==> src/rtl/fivecpu_mem_pkg.sv <==
// ---------------------------------------------------------------------------
// fivecpu_mem_pkg
// Shared constants for the memory-side blocks of the fivecpu core: the
// refill FSM state encoding and the AXI4 field values used on the read
// channel.
// Ports: none (package).
// ---------------------------------------------------------------------------
package fivecpu_mem_pkg;

    // Refill FSM encoding. The bare localparams are the legacy-compatible
    // view. The enum exists for code and waveforms that want symbolic names.
    localparam logic [1:0] ST_IDLE = 2'd0;
    localparam logic [1:0] ST_ADDR = 2'd1;
    localparam logic [1:0] ST_DATA = 2'd2;

    typedef enum logic [1:0] {
        IDLE = 2'd0,
        ADDR = 2'd1,
        DATA = 2'd2
    } refill_state_t;

    localparam logic [1:0] AXI_BURST_INCR = 2'b01;
    localparam logic [2:0] AXI_SIZE_4B    = 3'b010;
    localparam logic [1:0] AXI_RESP_OKAY  = 2'b00;

endpackage

==> src/rtl/inst_refill_responder.sv <==
// ---------------------------------------------------------------------------
// inst_refill_responder
// Memory-side responder for i$ line refills. It accepts one line request and
// issues one AXI4 INCR read burst of LINE_WORDS beats. Each returned beat is
// forwarded to the i$ exactly one cycle later, in order. Only one refill is
// outstanding at a time.
//
// Optional feature macro: INST_REFILL_RRESP_ERR_EN
//   When defined, the output inst_read_err flags a non-OKAY rresp. The flag is
//   aligned with mmu_valid for that word. When undefined, the port is absent
//   and rresp is ignored.
//
// Handshakes:
//   i$ side : inst_read_req is a level held until inst_addr_ok. inst_addr_ok
//             is combinational and only asserts in IDLE. mmu_valid marks one
//             word per cycle. mmu_last marks the final word. There is no
//             backpressure.
//   AXI side: standard valid/ready. A transfer happens on a cycle with
//             valid && ready. AR fields stay stable while arvalid is high.
//             rready is held high for the whole data phase.
//
// Ports:
//   clk, rst            clock / async active-low reset
//   inst_addr_mmu       line address from the i$
//   inst_read_req       refill request
//   inst_addr_ok        request accepted this cycle
//   inst_read_data      returned word (registered)
//   mmu_valid/mmu_last  word valid / final word of the line
//   ar*                 AXI read-address channel
//   r*                  AXI read-data channel
//   inst_read_err       (macro only) non-OKAY response for this word
//   dbg_state           current FSM state, for observation
// ---------------------------------------------------------------------------
module inst_refill_responder
    import fivecpu_mem_pkg::*;
#(
    parameter int LINE_WORDS = 16,
    parameter int AXI_ID     = 0
) (
    input  logic        clk,
    input  logic        rst,
    input  logic [31:0] inst_addr_mmu,
    input  logic        inst_read_req,
    output logic        inst_addr_ok,
    output logic [31:0] inst_read_data,
    output logic        mmu_valid,
    output logic        mmu_last,
    output logic [3:0]  arid,
    output logic [31:0] araddr,
    output logic [7:0]  arlen,
    output logic [2:0]  arsize,
    output logic [1:0]  arburst,
    output logic        arvalid,
    input  logic        arready,
    input  logic [31:0] rdata,
    input  logic [1:0]  rresp,
    input  logic        rlast,
    input  logic        rvalid,
    output logic        rready,
`ifdef INST_REFILL_RRESP_ERR_EN
    output logic        inst_read_err,
`endif
    output logic [1:0]  dbg_state
);

    localparam int OFF_BITS = $clog2(LINE_WORDS * 4);
    localparam int CNT_W    = $clog2(LINE_WORDS);
    localparam logic [CNT_W-1:0] LAST_BEAT = CNT_W'(LINE_WORDS - 1);

    logic [1:0]       state;
    logic [CNT_W-1:0] beat_cnt;
    logic [31:0]      araddr_q;
    logic             beat;
    logic             last_beat;

    // The beat count alone decides where the line ends. rlast is
    // deliberately unused, so an early or late rlast cannot cut the line
    // short or stretch it.
    assign beat      = (state == ST_DATA) && rvalid;
    assign last_beat = beat && (beat_cnt == LAST_BEAT);

    // Gating with rst keeps the accept low while reset is held, even though
    // the state already reads IDLE at that time.
    assign inst_addr_ok = rst && (state == ST_IDLE) && inst_read_req;

    assign arvalid   = (state == ST_ADDR);
    assign rready    = (state == ST_DATA);
    assign araddr    = araddr_q;
    assign arid      = 4'(AXI_ID);
    assign arlen     = 8'(LINE_WORDS - 1);
    assign arsize    = AXI_SIZE_4B;
    assign arburst   = AXI_BURST_INCR;
    assign dbg_state = state;

    // Control FSM and beat counter.
    always_ff @(posedge clk or negedge rst) begin
        if (!rst) begin
            state    <= ST_IDLE;
            beat_cnt <= '0;
            araddr_q <= '0;
        end else begin
            case (state)
                ST_IDLE: begin
                    if (inst_read_req) begin
                        // Force line alignment even if the i$ hands over
                        // stray offset bits.
                        araddr_q <= {inst_addr_mmu[31:OFF_BITS], {OFF_BITS{1'b0}}};
                        state    <= ST_ADDR;
                    end
                end
                ST_ADDR: begin
                    if (arready) begin
                        state    <= ST_DATA;
                        beat_cnt <= '0;
                    end
                end
                ST_DATA: begin
                    if (rvalid) begin
                        // The counter wraps back to 0 on the last beat.
                        beat_cnt <= beat_cnt + 1'b1;
                        if (beat_cnt == LAST_BEAT) begin
                            state <= ST_IDLE;
                        end
                    end
                end
                default: begin
                    state <= ST_IDLE;
                end
            endcase
        end
    end

    // Word output register. It adds exactly one cycle of latency, and gaps
    // in rvalid appear as gaps in mmu_valid.
    always_ff @(posedge clk or negedge rst) begin
        if (!rst) begin
            mmu_valid      <= 1'b0;
            mmu_last       <= 1'b0;
            inst_read_data <= '0;
        end else begin
            mmu_valid <= beat;
            mmu_last  <= last_beat;
            if (beat) begin
                inst_read_data <= rdata;
            end
        end
    end

`ifdef INST_REFILL_RRESP_ERR_EN
    always_ff @(posedge clk or negedge rst) begin
        if (!rst) begin
            inst_read_err <= 1'b0;
        end else begin
            inst_read_err <= beat && (rresp != AXI_RESP_OKAY);
        end
    end

    logic unused_inputs;
    assign unused_inputs = ^{rlast, inst_addr_mmu[OFF_BITS-1:0]};
`else
    logic unused_inputs;
    assign unused_inputs = ^{rlast, rresp, inst_addr_mmu[OFF_BITS-1:0]};
`endif

endmodule

==> config.mk <==
export PLATFORM = sky130hd
export DESIGN_NAME = inst_refill_responder
export DESIGN_NICKNAME = d
export VERILOG_FILES = /design/src/rtl/fivecpu_mem_pkg.sv /design/src/rtl/inst_refill_responder.sv
export SDC_FILE = /design/constraint.sdc
export NUM_CORES = 1
export LEC_CHECK = 0
export CAP_MARGIN = 20
export CORE_UTILIZATION = 40
export DETAILED_ROUTE_END_ITERATION = 16
export GPL_ROUTABILITY_DRIVEN = 0
export PLACE_DENSITY_LB_ADDON = 0.12
export SETUP_SLACK_MARGIN = 0.5
export SYNTH_ARGS = -nofsm -noshare
export SYNTH_HDL_FRONTEND = slang
export SYNTH_SLANG_ARGS = --single-unit
==> constraint.sdc <==
create_clock -name clk -period 3.25 [get_ports clk]
set_input_delay 0.8125 -clock clk [delete_from_list [all_inputs] [get_ports clk]]
set_output_delay 0.8125 -clock clk [all_outputs]
set_load 0.1 [all_outputs]
======== Word-level counts from Yosys, hierarchy flattened ========
Index checks and enable logic that the tools add are counted.
storage, ports and cells
  bits in registers ....................... 66
  bits of input ports ..................... 72
  output and inout port bits .............. 88
  word-level logic and storage cells ...... 31
cells by class
  add/sub/neg operators ................... 1
  eq/ne operators ......................... 7
  muxes and demuxes ....................... 8
  reduce and logical (&&, ||, !) cells .... 9
operator list
  kind                                                                      number
  2-bit 2-to-1 mux                                                          4
  4-bit 2-to-1 mux                                                          2
  4-bit one-hot mux with 2 select lines                                     1
  2-bit one-hot mux with 3 select lines                                     1
  4-bit by 1-bit adder with 4-bit output (second input constant)            1
  4-bit == test (second input constant)                                     1
  1-bit logical AND                                                         4
  2-bit by 1-bit inequality test with 1-bit output (second input constant)  2
  2-bit inequality test (second input constant)                             2
  4-bit AND reduction                                                       1
  3-bit AND reduction                                                       1
  2-bit by 1-bit == test with 1-bit output (second input constant)          1
  2-bit == test (second input constant)                                     1
  2-bit logical NOT                                                         1
  2-bit AND reduction                                                       1
  2-bit nonzero test                                                        1

======== Depth between registers and ports, before layout ========
Gate-level depths: netlist of run 1.
  word-level depth ........................ 4
  mapped depth ............................ 5
  depth with buffers taken out ............ 4

======== Worst setup path before layout of run 1 ========
OpenSTA, ideal clock, no wires.
  path type ............................... register -> output
  from .................................... reg state[0] (netlist: dbg_state[0])
  to ...................................... out arvalid
  data arrival time ....................... 2.431 ns
  slack ................................... 0.007 ns
  stages on the path, launching flop included .. 3
  path buffers ............................ 0
  path through ............................ dfrtp_1 > inv_1 > nor2_1
between the ends
  word-level cells in the longest chain between the ends .. 1
RTL lines
  what                                      RTL line                      RTL
  start, declared                           inst_refill_responder.sv:70   logic [1:0] state;
  start signal, assigned                    inst_refill_responder.sv:98   state <= ST_IDLE;
  start signal, assigned                    inst_refill_responder.sv:108  state <= ST_ADDR;
  start signal, assigned                    inst_refill_responder.sv:113  state <= ST_DATA;
  2-bit by 1-bit == test with 1-bit output  inst_refill_responder.sv:86   assign arvalid = (state == ST_ADDR);
  end, declared                             inst_refill_responder.sv:53   output logic arvalid,
Every way passes these cells.

======== Worst setup path in the final report of run 1 ========
  from .................................... in inst_read_req
  to ...................................... out inst_addr_ok
between the ends
  word-level cells in the longest chain between the ends .. 1
RTL lines
  what               RTL line                     RTL
  start, declared    inst_refill_responder.sv:43  input logic inst_read_req,
  1-bit logical AND  inst_refill_responder.sv:84  assign inst_addr_ok = rst && (state == ST_IDLE) && inst_read_req;
  end, declared      inst_refill_responder.sv:44  output logic inst_addr_ok,
Every way passes these cells.

==> results of run 1 <==
## Yosys cell counts (all sizes together) (2+ instances only)
cell type,n
dfrtp,66
buf,30
inv,4
a21oi,2
mux2,58
nor2,4
nand3b,2
conb,2
nand3,3
## final cells by class
class / count / share of cell area, %
Clock buffer: 12 / 3.845
Clock inverter: 3 / 0.3721
Multi-Input combinational cell: 107 / 23.78
Tap cell: 80 / 2.481
Timing Repair Buffer: 130 / 28.22
Inverter: 4 / 0.3721
Sequential cell: 66 / 40.93
## through the flow
step	std cells	hold WS (ns)	setup WS, ns	util (%)	cell area (um2)
3_3_place_gp	387	0.4706	0.6506	57.20	3865
2_1_floorplan	207	0.4526	0.4559	-	2863
5_1_grt	402	0.5081	0.6006	59.72	4035
3_5_place_dp	387	0.4806	0.6457	57.20	3865
6_report	402	0.4894	0.6469	59.72	4035
4_1_cts	402	0.4963	0.6403	59.72	4035
## cells by family (layout without fill, tap and decap cells)
group / count (synthesis) / after routing
AOI/OAI and AO/OA: 9 / 9
adders and majority gates: 1 / 1
buffers and inverters: 34 / 149
DFF: 66 / 66
muxes: 58 / 58
other: 2 / 23
and+or+nand+nor: 16 / 16
## worst max path at each step
stage | startpoint | endpoint | slack, ns | cells after the start
after floorplan | dbg_state[0] | arvalid | 0.46 | 2
after global placement | inst_read_req | inst_addr_ok | 0.65 | 4
after detailed placement | inst_read_req | inst_addr_ok | 0.65 | 4
after CTS | inst_read_req | inst_addr_ok | 0.64 | 4
after global routing | inst_read_req | inst_addr_ok | 0.60 | 4
final | inst_read_req | inst_addr_ok | 0.65 | 4
## worst max-delay path: cells and delay by family
kind / cells / cell delay [ns]
AND/OR/NAND/NOR: 2 / 0.35
buffers and inverters: 2 / 0.61
## state kept, by name, summed over array words and instances (netlist names)
register	count
araddr	26
beat_cnt	4
dbg_state	2
inst_read_data	32
mmu_last	1
mmu_valid	1
## metal layers
metal	wire length, um	share of wire, %	vias to the layer above
met3	544	9.7	9
met4	97	1.7	0
met1	2526	45	895
met2	2414	43	86
met5	0	0	-
li1	-	-	855
==> impl_metrics.env, run 1 <==
export IMPL_status="complete, no violations"
export IMPL_yosys_warnings=0
export IMPL_synth_simple_area_share_pct=3.150
export IMPL_post_drt_wl_per_cell_um=13.88
export IMPL_hold_path_startpoint="araddr[29]"
export IMPL_die_y_um=85.37
export IMPL_synthAdderAreaFrac_pct=0.4500
export IMPL_grt_max_degree=67
export IMPL_use_met2_pct=23.09
export IMPL_drv_slew=0
export IMPL_drtPass1Iterations=4
export IMPL_start_kind="input port"
export IMPL_dp_hpwl_um=3888
export IMPL_grt_pass1_wl_um=8383
export IMPL_grtUsageMet1_pct=19.00
export IMPL_min_to="araddr[29]"
export IMPL_vias=1845
export IMPL_yosys_area_top_type="dfrtp_1"
export IMPL_setup_violations=0
export IMPL_crit_required_ns=2.44
export IMPL_crit_slowest_cell="clkdlybuf4s50_1"
export IMPL_die_area_um2=7288
export IMPL_drive_above_1_share_pct=44.10
export IMPL_cts_path_max_buffers=2
export IMPL_skew_ns=0.005862
export IMPL_hold_viol=0
export IMPL_htreeDepth=3
export IMPL_synth_seq_cells=66
export IMPL_synthFlopType="dfrtp_1"
export IMPL_tightest_slew_ns=0.8239
export IMPL_viasPerCell=4.590
export IMPL_die_w_um=85.37
export IMPL_critical_path_class="in2out"
export IMPL_final_common_cell="buf_4"
export IMPL_antenna_found_initial=0
export IMPL_syn_cell_area_um2=2780
export IMPL_cts_setup_buffers=0
export IMPL_cts_root_buf="clkbuf_8"
export IMPL_io_buffers=127
export IMPL_insertion_delay_ns=0.33
export IMPL_reg2reg_slack_ns=1.61
export IMPL_ant_nets=0
export IMPL_yosys_cell_types_count=28
export IMPL_syn_inst=186
export IMPL_grt_use_met3_pct=6.323
export IMPL_routed_wl_um=5581
export IMPL_final_cell_mix="67 x buf_4, 66 x dfrtp_1, 61 x clkdlybuf4s50_1"
export IMPL_antenna_cells=0
export IMPL_initial_core_util_pct=41.15
export IMPL_drc=0
export IMPL_synth_top_area_share_pct=59.41
export IMPL_gr_max_usage_layer="met2"
export IMPL_gr_usage_all_layers_pct=15.25
export IMPL_io_pins=160
export IMPL_first_global_vias=1750
export IMPL_rsz0062_at_grt="no"
export IMPL_end_kind="output port"
export IMPL_cts_reportedPaths_clkPinSlew_ns=0.06
export IMPL_synthMuxAreaShare_pct=25.38
export IMPL_grt_ovfl_total=0
export IMPL_core_um2=6756
export IMPL_ys_async_sr_fraction_pct=100.0
export IMPL_synth_edf_count=0
export IMPL_ys_seq_area_share_pct=59.41
export IMPL_max_stage_delay_ns=0.44
export IMPL_cts_sinks=66
export IMPL_reg2reg_to="inst_read_data[27]"
export IMPL_slew_headroom_pct=45.07
export IMPL_drt_initial_drc_count=33
export IMPL_reg2reg_depth=3
export IMPL_r2r_start="dbg_state[0]"
export IMPL_synth_compound_area_share_pct=2.115
export IMPL_min_period_over_period_pct=80.10
export IMPL_num_rows=30
export IMPL_cts_hold_buf=0
export IMPL_fillers=581
export IMPL_hold_depth=1
export IMPL_multi_input_area_um2=959.7
export IMPL_postCtsResizedCells=0
export IMPL_cts_made_buffers=9
export IMPL_final_nets=391
export IMPL_cts_tree="built"
export IMPL_synth_top_family_by_area="multiplexers"
export IMPL_synthXorXnorAreaFrac_pct=0
export IMPL_register_area_um2=1652
export IMPL_max_freq_mhz=384.2
export IMPL_hp_class="reg2reg"
export IMPL_crit_path_cell_trace="clkdlybuf4s50_1 > nor3b_2 > and2_2 > buf_12"
export IMPL_area_growth_pct=45.14
export IMPL_synth_area_top_cells="dfrtp_1 59%, mux2_2 17%, mux2_4 7.6%"
export IMPL_finalSetupTns_ns=0
export IMPL_arrival_ns=1.79
export IMPL_crit_fanout=2
export IMPL_cap_viol_max_count=0
export IMPL_avgSynthCellArea_um2=14.95
export IMPL_finalCriticalPeriod_ns=2.603
Power of run 1 is left out: the tool's default activity adds up to more than one toggle a clock period on the data nets, which glitch-free logic cannot reach.
==> run 2: changes to the inputs <==
--- a/config.mk
+++ b/config.mk
@@ -6,7 +6,7 @@
 export NUM_CORES = 1
 export LEC_CHECK = 0
 export CAP_MARGIN = 20
-export CORE_UTILIZATION = 40
+export CORE_UTILIZATION = 34
 export DETAILED_ROUTE_END_ITERATION = 16
 export GPL_ROUTABILITY_DRIVEN = 0
 export PLACE_DENSITY_LB_ADDON = 0.12
==> constraint.sdc (replaced) <==
create_clock -name clk -period 2.3 [get_ports clk]
set_input_delay 0.575 -clock clk [delete_from_list [all_inputs] [get_ports clk]]
set_output_delay 0.575 -clock clk [all_outputs]
set_load 0.1 [all_outputs]
==> run 2 against run 1 <==
Against the previous run:
- die area grew 17%
- wire length is 3.1% higher
- via count is 1.1% higher
- clock skew increased by 0.0040 ns
- sequential cell count did not move
- non-clock buffer count is 6 higher
==> impl_metrics.env, run 2 (synthesis results as in run 1) <==
export IMPL_largest_register="inst_read_data"
export IMPL_finalCriticalPeriod_ns=1.961
export IMPL_insertion_delay_ns=0.33
export IMPL_largest_reg_flops=32
export IMPL_drive_above_1_share_pct=45.90
export IMPL_num_rows=32
export IMPL_final_nets=397
export IMPL_antenna_cells=0
export IMPL_status="complete, no violations"
export IMPL_slew_headroom_pct=44.52
export IMPL_drc=0
export IMPL_cts_tree="built"
export IMPL_cts_hold_buf=0
export IMPL_final_common_cell="buf_4"
export IMPL_die_w_um=92.43
export IMPL_antenna_found_initial=0
export IMPL_cap_viol_max_count=0
export IMPL_cts_sinks=66
export IMPL_reg2reg_slack_ns=0.64
export IMPL_cts_root_buf="clkbuf_8"
export IMPL_gr_usage_all_layers_pct=13.95
export IMPL_viasPerCell=4.327
export IMPL_arrival_ns=1.39
export IMPL_routed_wl_met2_um=2889
export IMPL_area_growth_pct=50.04
export IMPL_wl_met3_um=439
export IMPL_min_period_over_period_pct=85.26
export IMPL_drt_met1_wl_um=2335
export IMPL_crit_start="dbg_state[0]"
export IMPL_vias=1865
export IMPL_grt_pass1_wl_um=9066
export IMPL_max_freq_mhz=509.9
export IMPL_grt_ovfl_total=0
export IMPL_critical_path_class="reg2out"
export IMPL_io_pins=160
export IMPL_rsz0062_at_grt="yes"
export IMPL_routed_wl_um=5756
export IMPL_dp_hpwl_um=3912
export IMPL_crit_required_ns=1.73
export IMPL_reg2reg_to="araddr[17]"
export IMPL_die_area_um2=8542
export IMPL_finalSetupTns_ns=0
export IMPL_hold_ws_ns=0.4573
export IMPL_io_buffers=127
export IMPL_final_cell_mix="68 x buf_4, 64 x dfrtp_1, 60 x clkdlybuf4s50_1"
export IMPL_post_drt_wl_per_cell_um=13.35
export IMPL_htreeDepth=3
export IMPL_fillers=685
export IMPL_setup_violations=0
export IMPL_grt_max_degree=67
export IMPL_skew_ns=0.009834
export IMPL_ant_nets=0
export IMPL_core_um2=7807
export IMPL_drtPass1Iterations=4
export IMPL_top_layer_used="met4"
export IMPL_hp_class="in2async"
export IMPL_initial_core_util_pct=35.61
export IMPL_die_y_um=92.43
export IMPL_first_global_vias=1803
export IMPL_hold_viol=0
export IMPL_tightest_slew_ns=0.8322
export IMPL_reg2reg_depth=4
export IMPL_cts_path_max_buffers=2
export IMPL_cts_reportedPaths_clkPinSlew_ns=0.07
export IMPL_end_kind="output port"
export IMPL_drt_initial_drc_count=57
export IMPL_crit_fanout=4
export IMPL_start_kind="register"
export IMPL_cts_made_buffers=9
export IMPL_drv_slew=0
export IMPL_r2r_start="dbg_state[1]"
==> run 2: cell types whose count changed in the layout (fill, tap and decap cells not counted), moves of 2 or more <==
cell,previous run,this run
dfrtp_4,0,2
buf_6,0,2
dfrtp_1,66,64
clkbuf_1,1,3
inv_1,4,2
buf_12,1,4
==> run 2: metal layers <==
layer  up-vias  track usage, %
met1       910           16.95
met5         -               0
met2        84           22.72
li1        866               -
met3         5           4.762
met4         0           5.469
==> run 2: worst max path at each step <==
| stage | cells past startpoint | slack [ns] | to |
|---|---|---|---|
| final | 3 | 0.34 | rready |
| after global placement | 4 | 0.13 | inst_addr_ok |
| after global routing | 3 | 0.28 | rready |
| after detailed placement | 4 | 0.16 | inst_addr_ok |
| after floorplan | 4 | 0.24 | inst_addr_ok |
| after CTS | 3 | 0.31 | rready |
==> run 2: critical path: stages, from the launching register on <==
cell and delay (ns):
dfrtp_4 0.50, or2b_1 0.28, clkinvlp_4 0.11, buf_12 0.17
==> run 2: timing repair <==
item                                    CTS  global route
buffers inserted                          5             1
endpoints found under the setup margin    2             4
pin swaps                                 1             2
cloned                                    0             0
resized for setup                         1             4
==> run 2: cell type report <==
type,count,area [um2],share of cell area [%]
Inverter,4,21.27,0.5099
Sequential cell,66,1659,39.77
Tap cell,102,127.6,3.059
Clock buffer,13,148.9,3.569
Timing Repair Buffer,136,1227,29.42
Clock inverter,3,15.01,0.3599
Multi-Input combinational cell,107,972.2,23.31
==> run 2: metrics by stage <==
stage	instance area [um2]	util (%)	cells	setup WS, ns
finish	4172	53.43	431	0.3390
global route	4172	53.43	431	0.2752
CTS	4154	53.21	430	0.3080
detailed placement	3954	50.64	409	0.1596
global placement	3954	50.64	409	0.1266
floorplan	2885	-	207	0.2397
Power of run 2 is left out for the same reason.
